===== src/rtl/mult_div_unit.sv =====
// Iterative 32-step multiply/divide unit with HI/LO result registers.
// Signed ops run on magnitudes; the sign is fixed up in FINISH.
module mult_div_unit #(
    parameter int WIDTH = 32
) (
    input  logic             clock,
    input  logic             reset,
    input  logic             start,
    input  logic [1:0]       op,
    input  logic [WIDTH-1:0] operand_a,
    input  logic [WIDTH-1:0] operand_b,
    output logic             busy,
    output logic             done,
    output logic             div_by_zero,
    output logic [WIDTH-1:0] hi,
    output logic [WIDTH-1:0] lo
);

    localparam int CW = $clog2(WIDTH);

    typedef enum logic [1:0] {
        S_IDLE,
        S_RUN,
        S_FINISH
    } state_t;

    state_t r_state;
    state_t w_next;

    logic [CW-1:0]      r_cnt;
    logic               r_is_div;
    logic               r_sign_a;
    logic               r_sign_b;
    logic               r_dbz_pend;
    logic [WIDTH-1:0]   r_m;
    logic [2*WIDTH-1:0] r_acc;
    logic [WIDTH-1:0]   r_hi;
    logic [WIDTH-1:0]   r_lo;
    logic               r_done;
    logic               r_dbz;

    logic               w_sa;
    logic               w_sb;
    logic [WIDTH-1:0]   w_mag_a;
    logic [WIDTH-1:0]   w_mag_b;
    logic [WIDTH:0]     w_sum;
    logic [WIDTH:0]     w_shift;
    logic [WIDTH:0]     w_diff;
    logic [WIDTH-1:0]   w_quo;
    logic [WIDTH-1:0]   w_rem;
    logic [WIDTH-1:0]   w_neg_quo;
    logic [WIDTH-1:0]   w_neg_rem;
    logic [2*WIDTH-1:0] w_neg_acc;
    logic               w_neg_res;

    assign w_sa    = op[0] & operand_a[WIDTH-1];
    assign w_sb    = op[0] & operand_b[WIDTH-1];
    assign w_mag_a = w_sa ? (~operand_a + 1'b1) : operand_a;
    assign w_mag_b = w_sb ? (~operand_b + 1'b1) : operand_b;

    // Multiply adds into the upper half; divide trial-subtracts from it.
    assign w_sum   = {1'b0, r_acc[2*WIDTH-1:WIDTH]} + {1'b0, r_m};
    assign w_shift = r_acc[2*WIDTH-1:WIDTH-1];
    assign w_diff  = w_shift - {1'b0, r_m};

    assign w_quo     = r_acc[WIDTH-1:0];
    assign w_rem     = r_acc[2*WIDTH-1:WIDTH];
    assign w_neg_quo = ~w_quo + 1'b1;
    assign w_neg_rem = ~w_rem + 1'b1;
    assign w_neg_acc = ~r_acc + 1'b1;
    assign w_neg_res = r_sign_a ^ r_sign_b;

    always_ff @(posedge clock or posedge reset) begin
        if (reset) begin
            r_state <= S_IDLE;
        end else begin
            r_state <= w_next;
        end
    end

    always_comb begin
        w_next = r_state;
        unique case (r_state)
            S_IDLE:   if (start) w_next = S_RUN;
            S_RUN:    if (r_cnt == CW'(WIDTH - 1)) w_next = S_FINISH;
            S_FINISH: w_next = S_IDLE;
            default:  w_next = S_IDLE;
        endcase
    end

    always_ff @(posedge clock or posedge reset) begin
        if (reset) begin
            r_cnt      <= '0;
            r_is_div   <= 1'b0;
            r_sign_a   <= 1'b0;
            r_sign_b   <= 1'b0;
            r_dbz_pend <= 1'b0;
            r_m        <= '0;
            r_acc      <= '0;
            r_hi       <= '0;
            r_lo       <= '0;
            r_done     <= 1'b0;
            r_dbz      <= 1'b0;
        end else begin
            r_done <= 1'b0;
            r_dbz  <= 1'b0;
            case (r_state)
                S_IDLE: begin
                    if (start) begin
                        r_is_div   <= op[1];
                        r_sign_a   <= w_sa;
                        r_sign_b   <= w_sb;
                        r_dbz_pend <= op[1] && (operand_b == '0);
                        r_cnt      <= '0;
                        if (op[1]) begin
                            r_m   <= w_mag_b;
                            r_acc <= {{WIDTH{1'b0}}, w_mag_a};
                        end else begin
                            r_m   <= w_mag_a;
                            r_acc <= {{WIDTH{1'b0}}, w_mag_b};
                        end
                    end
                end
                S_RUN: begin
                    r_cnt <= r_cnt + 1'b1;
                    if (r_is_div) begin
                        if (!w_diff[WIDTH])
                            r_acc <= {w_diff[WIDTH-1:0], r_acc[WIDTH-2:0], 1'b1};
                        else
                            r_acc <= {w_shift[WIDTH-1:0], r_acc[WIDTH-2:0], 1'b0};
                    end else begin
                        if (r_acc[0])
                            r_acc <= {w_sum, r_acc[WIDTH-1:1]};
                        else
                            r_acc <= {1'b0, r_acc[2*WIDTH-1:1]};
                    end
                end
                S_FINISH: begin
                    r_done <= 1'b1;
                    r_dbz  <= r_dbz_pend;
                    if (r_is_div) begin
                        // A zero divisor leaves |a| in the remainder, so hi needs no override.
                        r_hi <= r_sign_a ? w_neg_rem : w_rem;
                        if (r_dbz_pend)
                            r_lo <= '1;
                        else
                            r_lo <= w_neg_res ? w_neg_quo : w_quo;
                    end else begin
                        {r_hi, r_lo} <= w_neg_res ? w_neg_acc : r_acc;
                    end
                end
                default: ;
            endcase
        end
    end

    assign busy        = (r_state != S_IDLE);
    assign done        = r_done;
    assign div_by_zero = r_dbz;
    assign hi          = r_hi;
    assign lo          = r_lo;

endmodule

===== config.mk =====
export PLATFORM = sky130hd
export DESIGN_NAME = mult_div_unit
export DESIGN_NICKNAME = d
export VERILOG_FILES = /design/src/rtl/mult_div_unit.sv
export SDC_FILE = /design/constraint.sdc
export NUM_CORES = 1
export LEC_CHECK = 0
export BUFFER_PORTS_ARGS = -buffer_cell sky130_fd_sc_hd__buf_2
export CORE_MARGIN = 4
export CORE_UTILIZATION = 60
export DETAILED_ROUTE_END_ITERATION = 10
export HOLD_SLACK_MARGIN = 0.06
export PLACE_DENSITY_LB_ADDON = 0.3
export SKIP_CTS_REPAIR_TIMING = 1
export SYNTH_ARGS = -nofsm -noshare
export SYNTH_HDL_FRONTEND = slang
export SYNTH_SLANG_ARGS = --single-unit

===== constraint.sdc =====
create_clock -name clock -period 6.8 [get_ports clock]
set_input_delay 0.34 -clock clock [delete_from_list [all_inputs] [get_ports clock]]
set_output_delay 0.34 -clock clock [all_outputs]
set_load 0.005 [all_outputs]

---- Yosys cells after proc, flatten, opt, wreduce, memory -nomap -nowiden ----
Index checks and enable logic that the tools add are counted.
storage, ports and cells
  register bits ........................... 173
  word-level logic and storage cells ...... 63
cells by class
  $add $sub $neg .......................... 8
  equal/unequal tests ..................... 5
  muxes and demuxes ....................... 22
  bitwise logic cells ..................... 8
  reductions and logical operators ........ 8
operators by type and width
  cell                                                  count
  2-to-1 mux 64 bit                                     5
  2-to-1 mux 32 bit                                     9
  adder 32 x 1 -> 32 bit (second input constant)        4
  NOT 32 bit                                            4
  one-hot mux 64 bit (2 select lines)                   1
  adder 64 x 1 -> 64 bit (second input constant)        1
  NOT 64 bit                                            1
  adder 32 x 32 -> 33 bit                               1
  subtractor 33 x 32 -> 33 bit                          1
  logical NOT 32 bit                                    1
  one-hot mux 5 bit (2 select lines)                    1
  AND reduction 2 bit                                   3
  adder 5 x 1 -> 5 bit (second input constant)          1
  equality test 5 bit (second input constant)           1
  2-to-1 mux 5 bit                                      1
  2-to-1 mux 2 bit                                      2
  inequality test 2 bit (second input constant)         2
  one-hot mux 2 bit (2 select lines)                    1
  nonzero test 2 bit                                    2
  AND 1 bit                                             2
  equality test 2 x 1 -> 1 bit (second input constant)  1
  equality test 2 bit (second input constant)           1
  logical NOT 2 bit                                     1
  2-to-1 mux 1 bit                                      2
  2 further kinds                                       2

---- Logic depth before layout (Yosys ltp) ----
Gate-level depths: netlist of the first run.
  depth after elaboration ................. 6
  depth in mapped cells ................... 14
  depth with buffers taken out ............ 12

---- Worst setup path before layout of the first run ----
OpenSTA, ideal clock, no wires.
  kind .................................... reg2reg
  from .................................... reg r_acc[32]
  to ...................................... reg r_acc[41]
  setup time .............................. 122 ps
  arrival time ............................ 3190 ps
  path slack .............................. 3488 ps
  cell stages (with the launch flop) ...... 14
  buffers on the path ..................... 2
  period minus slack after synthesis ...... 3312 ps
  cell sequence ........................... dfrtp_1 > clkbuf_1 > inv_1 > fa_1 > nand2b_1 > a21oi_1 > o21ai_2 > a2111oi_2 > nor3_2 > xnor2_2 > buf_4 > mux2i_1 > nand2_1 > a32o_1
on the way
  longest elaborated chain between the ends .. 4
  elaborated cells between the ends (all ways) .. 6
  those cells by class .................... add/sub (2); mux (4)
ends and longest elaborated chain
  element                                                                  line      RTL
  start, declared                                                          36        logic [2*WIDTH-1:0] r_acc;
  start signal, assigned                                                   117       r_acc <= {{WIDTH{1'b0}}, w_mag_a};
  start signal, assigned                                                   120       r_acc <= {{WIDTH{1'b0}}, w_mag_b};
  start signal, assigned                                                   128       r_acc <= {w_diff[WIDTH-1:0], r_acc[WIDTH-2:0], 1'b1};
  subtractor 33 x 32 -> 33 bit or adder 32 x 32 -> 33 bit (tied branches)  64, 62
  2-to-1 mux 64 bit (on tied branches)                                     127, 132
  2-to-1 mux 64 bit (*)                                                    126       if (r_is_div) begin
  one-hot mux 64 bit (2 select lines) (*)                                  107       case (r_state)
Every way passes the cells marked *; elsewhere a longest branch is shown, timed or not.
A chain may end at the register's enable or synchronous reset.

---- Final worst setup path of the first run ----
  from .................................... reg r_acc[0]
  to ...................................... reg r_hi[16] (netlist: hi[16])
on the way
  longest elaborated chain between the ends .. 4
ends and longest elaborated chain
  element                 line  RTL
  NOT 64 bit              70    assign w_neg_acc = ~r_acc + 1'b1;
  adder 64 x 1 -> 64 bit  70
  2-to-1 mux 64 bit       149   {r_hi, r_lo} <= w_neg_res ? w_neg_acc : r_acc;
  2-to-1 mux 32 bit       141   if (r_is_div) begin
  end signal, assigned    143   r_hi <= r_sign_a ? w_neg_rem : w_rem;
  end signal, assigned    149
  end, declared           37    logic [WIDTH-1:0] r_hi;
Every way passes these cells.

==> metrics list, run 1 <==
- Sorting the synthesized cells by area gives the leading types as sky130_fd_sc_hd__dfrtp_1, sky130_fd_sc_hd__o21ai_0, sky130_fd_sc_hd__ha_1.
* Final TNS setup: 0 ns
* Chip width: 164.6 µm
- GP Congestion: 1.019
- Setup repair after global routing left no endpoint under its margin.
- The H-tree was split into 4 levels.
- Total Wirelength: 47,770 µm
- Final worst clock skew: 0.01994 ns
- Timing would allow up to 238.1 MHz.
* WL per Instance: 21.47 µm
- The first global-routing pass estimated 74,690 µm of wire.
- The clock period could shrink to 4.199 ns.
- The worst register-to-register path begins at r_acc[0].
- Run status: finished, final reports clean
* Inserted Clock Buffers: 17
* Number of I/O port buffers: 135
- CP startpoint kind: flip-flop
- PwrDens: 599.5 nW/µm²
- Cell count after synthesis: 1,832
- Summing all non-filler instances in the final layout gives an area of 16,070 µm².
- The worst setup path is captured at a flip-flop.
- After legalization and detailed placement, the total HPWL measured 35,300 µm.
- Critical path class: reg -> reg
* Core ar.: 24,250 µm²
- Initial antenna violation count: 0
- Main flop type after synthesis: sky130_fd_sc_hd__dfrtp_1
* Area delta synth->final: 9.247%
- Worst relative slew slack: 11.27%
* Number of warnings reported in the yosys synthesis log: 0
* First-pass iteration count of the detailed router: 5
* Total power of the final layout: 0.009633 W
- Maximum fanout along the worst path: 18
- For this run, the register share of the synthesized area comes to 29.43%.
- In this run, synthesis produced a sequential element count of 173.
* Via count of the routed design: 14,600
- The analysis attributes to cell leakage a power of 6.902 nW.
- No sink is reached through more buffers than the 2 on the longest clock path.
- The placed instances occupy a cell area of 15,430 µm².
- Of all cell types, the one taking the most synthesized area is sky130_fd_sc_hd__dfrtp_1.
- The via count of the first global-routing pass was 13,630.
* Number of sinks on the clock net: 173
- Setup violations remaining at the end of the flow were counted as 0.
* Worst IR Drop VDD: 0.0003855 V
- In the global route stage, overall resource usage came out at 35.03%.
- TritonCTS built the clock tree.
- Netlist area before placement: 14,710 µm²
- Async set or reset register ratio after synthesis: 100.0%
- For the pin with the worst max-slew slack, the measured transition is 1.322 ns.
- Synthesis produced a netlist with a net count of 1,973.
- Reg2Reg Depth: 10
- Capture instance of the worst register-to-register path: hi[16]
- Setup slack on the worst flop-to-flop path: 2.60 ns
* Nets: 2,029
- Number of distinct library cells after synthesis: 84
- After clock tree synthesis, the clock-pin slew on the worst setup and hold paths is 0.08 ns.
* Mean post-synth cell area: 8.029 µm²
- Number of top-level pins: 136
- On the final layout, the worst hold slack is 0.01547 ns.
- Maximum number of pins on one net before global-route repair: 105
* Final critical-path share of the clock period: 61.76%
- Hold Path Class: in -> async
* Final Hold Vio Count: 0
- The floorplan step defined a die boundary enclosing 27,080 µm².
- After detailed routing, the number of remaining DRC violations is 0.
- Data arrives at the worst endpoint at 4.51 ns.
* Die Ht: 164.6 µm
* Area fraction of the dominant cell type after synthesis: 29.43%
- The repair_antennas step left the layout with diodes totalling 0.
- EDFF count, synth: 0
- Max-cap violations: 0
- Placement row count: 57
* Average via count per standard cell: 6.563
* Required @ worst endpoint: 7.11 ns
- Number of filler cells placed in the layout: 2,067
- The post-route netlist has 12.10% of its cells at a drive strength greater than 1.
- Global route overflow: 0
* Initial Util: 60.66%
* Antenna-violating nets left: 0
* Initial DRC count: 1,543
- The max-slew violation total from the final report is 0.
* Root Buffer Master: sky130_fd_sc_hd__clkbuf_16
- The clock reaches the later pin of the worst-skew pair after 0.46 ns.
-- metal layers --
metal	vias to the layer above	GRT usage (%)	share of wire [%]
met3	164	6.414	9.8
met5	-	0	0
met1	6876	46.67	40
li1	6743	-	-
met2	819	54.17	44
met4	0	18.94	6.1
-- layout make-up --
| class | instances | area (µm²) | share of cell area [%] |
|---|---|---|---|
| Clock inverter | 15 | 216.5 | 1.347 |
| Timing Repair Buffer | 150 | 788.3 | 4.905 |
| Tap cell | 324 | 405.4 | 2.523 |
| Inverter | 60 | 230.2 | 1.433 |
| Clock buffer | 17 | 425.4 | 2.647 |
| Sequential cell | 173 | 4333 | 26.96 |
| Multi-Input combinational cell | 1486 | 9671 | 60.18 |
-- synth_stat cells, types with 27 or more instances --
library cell / count
sky130_fd_sc_hd__nand2_1: 182
sky130_fd_sc_hd__o21ai_0: 177
sky130_fd_sc_hd__dfrtp_1: 173
sky130_fd_sc_hd__a21oi_1: 171
sky130_fd_sc_hd__nor2_1: 170
sky130_fd_sc_hd__xnor2_1: 90
sky130_fd_sc_hd__clkbuf_1: 85
sky130_fd_sc_hd__xor2_1: 83
sky130_fd_sc_hd__ha_1: 70
sky130_fd_sc_hd__mux2i_1: 67
sky130_fd_sc_hd__a211oi_1: 63
sky130_fd_sc_hd__inv_1: 58
sky130_fd_sc_hd__nor3_1: 41
sky130_fd_sc_hd__a21o_1: 32
sky130_fd_sc_hd__or3_1: 28
sky130_fd_sc_hd__a31oi_1: 27
-- state kept, by name (all words and copies together), names as in the netlist --
register / count
div_by_zero: 1
done: 1
hi: 32
lo: 32
r_acc: 64
r_cnt: 5
r_dbz_pend: 1
r_is_div: 1
r_m: 32
r_sign_a: 1
r_sign_b: 1
r_state: 2
-- layout by cell type, fill, tap and decap left out, drive strengths merged, types with 15 or more instances in the layout --
| cell | count |
|---|---|
| xor2 | 83 |
| clkbuf | 17 |
| mux2i | 67 |
| o21ai | 183 |
| or3 | 29 |
| nor2 | 172 |
| nor3 | 44 |
| o211ai | 22 |
| nand2 | 183 |
| a31oi | 27 |
| dfrtp | 173 |
| o31ai | 17 |
| a211oi | 63 |
| nand2b | 15 |
| inv | 62 |
| buf | 150 |
| xnor2 | 91 |
| o41ai | 16 |
| nand3 | 23 |
| a21oi | 171 |
| ha | 70 |
| a21o | 32 |
| nor2b | 15 |
-- how the worst max path moves through the flow --
stage	start	slack, ns	to
floorplan	reset	1.77	div_by_zero
global placement	r_acc[0]	2.82	hi[16]
detailed placement	r_acc[0]	2.76	hi[16]
CTS	r_acc[31]	2.71	r_acc[56]
global route	r_acc[31]	2.50	r_acc[56]
finish	r_acc[0]	2.60	hi[16]
-- worst max-delay path, cell delays in order (launching register included) --
cell	delay (ns)
sky130_fd_sc_hd__dfrtp_1	0.38
sky130_fd_sc_hd__clkinv_1	0.45
sky130_fd_sc_hd__ha_1	0.31
sky130_fd_sc_hd__or3b_2	0.51
sky130_fd_sc_hd__nor4_1	0.53
sky130_fd_sc_hd__nand3_1	0.40
sky130_fd_sc_hd__nor2_2	0.30
sky130_fd_sc_hd__or3_1	0.23
sky130_fd_sc_hd__o21ai_0	0.26
sky130_fd_sc_hd__xnor2_1	0.54
sky130_fd_sc_hd__o21ai_0	0.16
-- metrics by stage --
| step | setup WS [ns] | instances | utilization, % |
|---|---|---|---|
| 4_1_cts | 2.711 | 2225 | 66.27 |
| 5_1_grt | 2.504 | 2225 | 66.27 |
| 2_1_floorplan | 1.772 | 1832 | - |
| 3_3_place_gp | 2.821 | 2193 | 63.62 |
| 6_report | 2.601 | 2225 | 66.27 |
| 3_5_place_dp | 2.756 | 2193 | 63.62 |
-- cell families (layout without fill, tap and decap cells) --
| logic type | after synthesis | after routing | synth area share, % |
|---|---|---|---|
| compound gates | 611 | 611 | 25.95 |
| xor+xnor | 174 | 174 | 10.41 |
| fa+ha+maj | 72 | 72 | 6.227 |
| buf+inv | 173 | 242 | 4.993 |
| flops | 173 | 173 | 29.43 |
| mux | 73 | 73 | 5.019 |
| simple gates | 556 | 556 | 17.97 |
-- power breakdown --
| group | total [W] | internal [W] | switching, W |
|---|---|---|---|
| Clock | 0.00104 | 0.000510 | 0.000530 |
| Combinational | 0.00649 | 0.00268 | 0.00381 |
| Sequential | 0.00210 | 0.00140 | 0.000702 |
| Total | 0.00963 | 0.00459 | 0.00504 |
(Power assumes the default switching activity.)
==> run 2: changes to the inputs <==
--- a/config.mk
+++ b/config.mk
@@ -5,6 +5,7 @@
 export SDC_FILE = /design/constraint.sdc
 export NUM_CORES = 1
 export LEC_CHECK = 0
+export ABC_AREA = 1
 export BUFFER_PORTS_ARGS = -buffer_cell sky130_fd_sc_hd__buf_2
 export CORE_MARGIN = 4
 export CORE_UTILIZATION = 60
==> constraint.sdc (replaced) <==
create_clock -name clock -period 4.33 [get_ports clock]
set_input_delay 0.2165 -clock clock [delete_from_list [all_inputs] [get_ports clock]]
set_output_delay 0.2165 -clock clock [all_outputs]
set_load 0.005 [all_outputs]
==> run 2 against run 1 <==
  * Via count rose by 43%
  * Global-route usage grew 7.6 points
  * Clock power is 62% higher
  * Fmax rose by 30%
  * Worst setup slack lost 1.5 ns
  * Flip-flop and latch count unchanged
  * Sequential share of layout area shrank 4.2 points
  * Worst hold slack improved by 0.12 ns
  * The flow now finishes with violations (DRC)
  * Utilization is essentially flat
  * Cell count is 54% higher
  * Synthesized cell count is 61% higher
  * Sequential power up 53%
  * Largest power group unchanged
==> metrics list, run 2 <==
* Proportion of layout cells with a drive suffix above 1: 8.049% (-4.1 points)
- Worst slew pin tran: 1.039 ns (-0.2825 ns)
- Post-DP HPWL: 53,440 µm (+51%)
* Number of sinks on the clock net: 173 (unchanged)
- The total negative slack is 0 ns (unchanged).
* Number of filler cells placed in the layout: 2,642 (+28%)
* Worst relative slew slack: 30.73% (+19 points)
- In this run the most used layer during global routing was met2.
* Main flop type after synthesis: sky130_fd_sc_hd__dfrtp_1
* First-pass GRT wire length: 106,100 µm (+42%)
* GP Congestion: 1.101 (+8.1%)
* Critical path class: reg -> reg
- The net total in the final layout is 3,172 (+56%).
- Async set or reset register ratio after synthesis: 100.0% (unchanged)
- The sequential area share after synthesis is 24.87% (-4.6 points).
- By instance count, the cell type seen most on the critical path is sky130_fd_sc_hd__nand2_1.
- Average via count per standard cell: 6.077 (-7.4%)
- Placed Cells incl. Taps: 3,395 (+55%)
- The area after detailed placement was 18,390 µm² (+19%).
- The worst hold path belongs to the class in -> reg.
* Setup slack on the worst flop-to-flop path: 1.11 ns (-1.49 ns)
- Number of standard cells in the layout, taps in and fillers out: 3,428 (+54%)
* Required @ worst endpoint: 4.66 ns (-2.45 ns)
- The via count came to 20,830 (+43%).
- The starting density of the core came to 60.66% (about the same).
* Max reg flops: 64 (unchanged)
* CP startpoint kind: flip-flop
- Leakage power summed over all cells: 9.974 nW (+45%)
* Dominant cells by area after synthesis: sky130_fd_sc_hd__dfrtp_1, sky130_fd_sc_hd__nand2_1, sky130_fd_sc_hd__inv_1
* Inserted Clock Buffers: 17 (unchanged)
- Start point of the critical path: r_acc[37]
- STA classifies the critical path endpoint as a flip-flop.
- The final reports fail on DRC.
* Maximum number of pins on one net before global-route repair: 114 (+8.6%)
- First-pass iteration count of the detailed router: 11 (+6)
- The CTS H-tree depth came to 4 (unchanged).
* Area fraction of the dominant cell type after synthesis: 24.87% (-4.6 points)
- The growth of design area from synthesis to finish is 9.299% (about the same).
- Die Ht: 178.3 µm (+8.4%)
* Setup violations, final: 0 (unchanged)
- Most frequent standard cell in the layout excluding fill and tap cells: sky130_fd_sc_hd__nand2_1
- On the critical path, the stage with the largest delay is an instance of sky130_fd_sc_hd__dfrtp_1.
- The post-placement setup slack was 1.168 ns (-1.589 ns).
- The remaining routing DRC violations came to 1 (+1).
* Netlist area before placement: 17,410 µm² (+18%)
- The max-slew violation total from the final report came to 0 (unchanged).
- Worst IR Drop VDD: 0.0004253 V (+10%)
- Number of global-route vias before repair: 19,150 (+41%)
- The met3 layer usage reported by global route was 11.55% (+5.1 points).
- The overall routed net length came to 68,900 µm (+44%).
- Placement row count: 62 (+8.8%)
- The aggregate global routing overflow came to 0 (unchanged).
- Maximum fanout along the worst path: 43 (+25)
- Final Instance Area: 19,030 µm² (+18%)
- Top library cells by usage in the layout, fill and taps aside: sky130_fd_sc_hd__nand2_1, sky130_fd_sc_hd__inv_1, sky130_fd_sc_hd__nand3_1, sky130_fd_sc_hd__nor2_1, sky130_fd_sc_hd__a21oi_1
- Post-synth top area cell: sky130_fd_sc_hd__dfrtp_1
- Number of I/O port buffers: 135 (unchanged)
- The standard cell core area was 28,700 µm² (+18%).
- Met2 capacity usage during global routing: 64.67% (+10 points)
- The area of the die came to 31,810 µm² (+17%).
- Final Critical Period: 3.219 ns (-0.9802 ns)
* EDFF count, synth: 0 (unchanged)
- PwrDens: 921.8 nW/µm² (+54%)
* Largest stage delay, worst path: 0.69 ns (+0.15 ns)
- The number of standard cells after synthesis came to 2,945 (+61%).
- Setup repair after global routing left no endpoint under its margin.
* Initial DRC count: 3,341 (+120%)
* Crit-path cells: ha_1 > nand2_1 > inv_1 > a21oi_1 > nand2_2 > nand2_1 > nand2_2 > nand2_1 > nand3_2 > nand2_4 > inv_2 > nand2_1 > nand3_1 > nand2_1 > nand2_1
- The met1 routing resource usage after global routing was 56.08% (+9.4 points).
* Least setup slack across all paths after layout: 1.111 ns (-1.490 ns)
- Most numerous cell in the Yosys netlist: sky130_fd_sc_hd__nand2_1
* Number of distinct library cells after synthesis: 57 (-32%)
- Overall Global Routing Usage: 42.66% (+7.6 points)
- Most flop-heavy register: r_acc
- Clock-pin slew reported for the worst setup and hold paths after clock tree synthesis: 0.08 ns (about the same)
- Chip width: 178.3 µm (+8.4%)
* WL per Instance: 20.10 µm (-6.4%)
- The share of the clock period used by the worst path was 74.34% (+13 points).
- Max Buffers Root-to-Sink: 2 (unchanged)
- Number of top-level pins: 136 (unchanged)
- Number of warnings reported in the yosys synthesis log: 0 (unchanged)
- Run status: finished, violations left
- Most instantiated cells after synthesis: sky130_fd_sc_hd__nand2_1, sky130_fd_sc_hd__inv_1, sky130_fd_sc_hd__nand3_1, sky130_fd_sc_hd__nor2_1
* Final worst clock skew: 0.01984 ns (-0.00009580 ns)
* Final Hold Vio Count: 0 (unchanged)
* Antenna Cells: 0 (unchanged)
- Syn_nets: 3,086 (+56%)
- Initial antenna violation count: 1 (+1)
- Max-cap violations: 0 (unchanged)
* Worst r2r src: r_acc[37]
- The post-synthesis average cell area is 5.912 µm² (-26%).
- The flop and latch count out of synthesis came to 173 (unchanged).
- The root buffer cell chosen for the clock tree is sky130_fd_sc_hd__clkbuf_16.
- The remaining antenna violation count after routing is 0 (unchanged).
- The later-pin clock latency in the skew report is 0.45 ns (about the same).
- Max Freq: 310.6 MHz (+30%)
- Post-route worst hold slack: 0.1347 ns (+0.1192 ns)
* Hold_sp: operand_b[30]
- CTS tree: done
* Data arrival, critical path: 3.55 ns (-0.96 ns)
run 2: changes by cell type after synthesis, sizes merged, moves of 18 or more:
cell / previous run / this run
a211oi: 63 / 0
nand4: 11 / 39
inv: 58 / 407
nor2: 172 / 284
o21ai: 183 / 151
clkbuf: 93 / 62
mux2i: 67 / 0
a21o: 32 / 2
a31oi: 27 / 9
xnor2: 91 / 12
nand3: 23 / 291
nand2: 183 / 981
nor3: 44 / 23
or3: 29 / 0
run 2: report_power, final:
group / internal [W] / switching [W] / total (W)
logic: 0.00405 / 0.00861 / 0.0127
clock network: 0.000806 / 0.000870 / 0.00168
registers: 0.00220 / 0.00101 / 0.00321
total: 0.00706 / 0.0105 / 0.0175
run 2: layer usage:
metal / share of wire (%) / vias to the layer above
met5: 0.026 / -
met4: 6.5 / 2
met3: 13 / 312
met2: 42 / 1569
met1: 38 / 9307
li1: - / 9641
run 2: logic make-up (layout without fill, tap and decap cells):
kind of cell / count (synthesis) / after routing / synth area share [%]
AOI/OAI and AO/OA: 438 / 438 / 14.26
buffers and inverters: 508 / 607 / 11.28
adders and majority gates: 72 / 72 / 5.261
xor gates and xnor gates: 82 / 82 / 4.125
DFF: 173 / 173 / 24.87
and+or+nand+nor: 1672 / 1672 / 40.22
run 2: path summary, 6_finish.rpt:
path                         endpoint  depth (start not counted)
max                         r_acc[51]                         15
max in group asynchronous    r_is_div                          4
min reg2reg                     hi[2]                          2
min in group asynchronous      hi[26]                          3
max reg2reg                 r_acc[51]                         15
min                        r_dbz_pend                          4
run 2: cell type report:
type	count	area (µm²)	share of cell area (%)
multi-input combinational	2264	11130	58.48
sequential	173	4333	22.77
inverter	410	1543	8.107
timing repair buffer	165	915.9	4.813
tap	384	480.5	2.525
clock buffer	17	425.4	2.236
clock inverter	15	203.9	1.072
run 2: stage by stage:
step / utilization [%] / power, W
final: 66.30 / 0.01754
after global routing: 66.30 / 0.01889
after CTS: 66.26 / 0.01699
after detailed placement: 64.07 / 0.01520
after global placement: 64.07 / 0.01504
after floorplan: - / 0.01167
run 2: critical path, delay by kind of cell (launching register included):
family                   cells  cell delay, ns
adder cells (fa/ha/maj)      1            0.38
flip-flops                   1            0.69
AO/OA/AOI/OAI                1            0.18
AND/OR/NAND/NOR             11            1.55
buffers and inverters        2            0.30
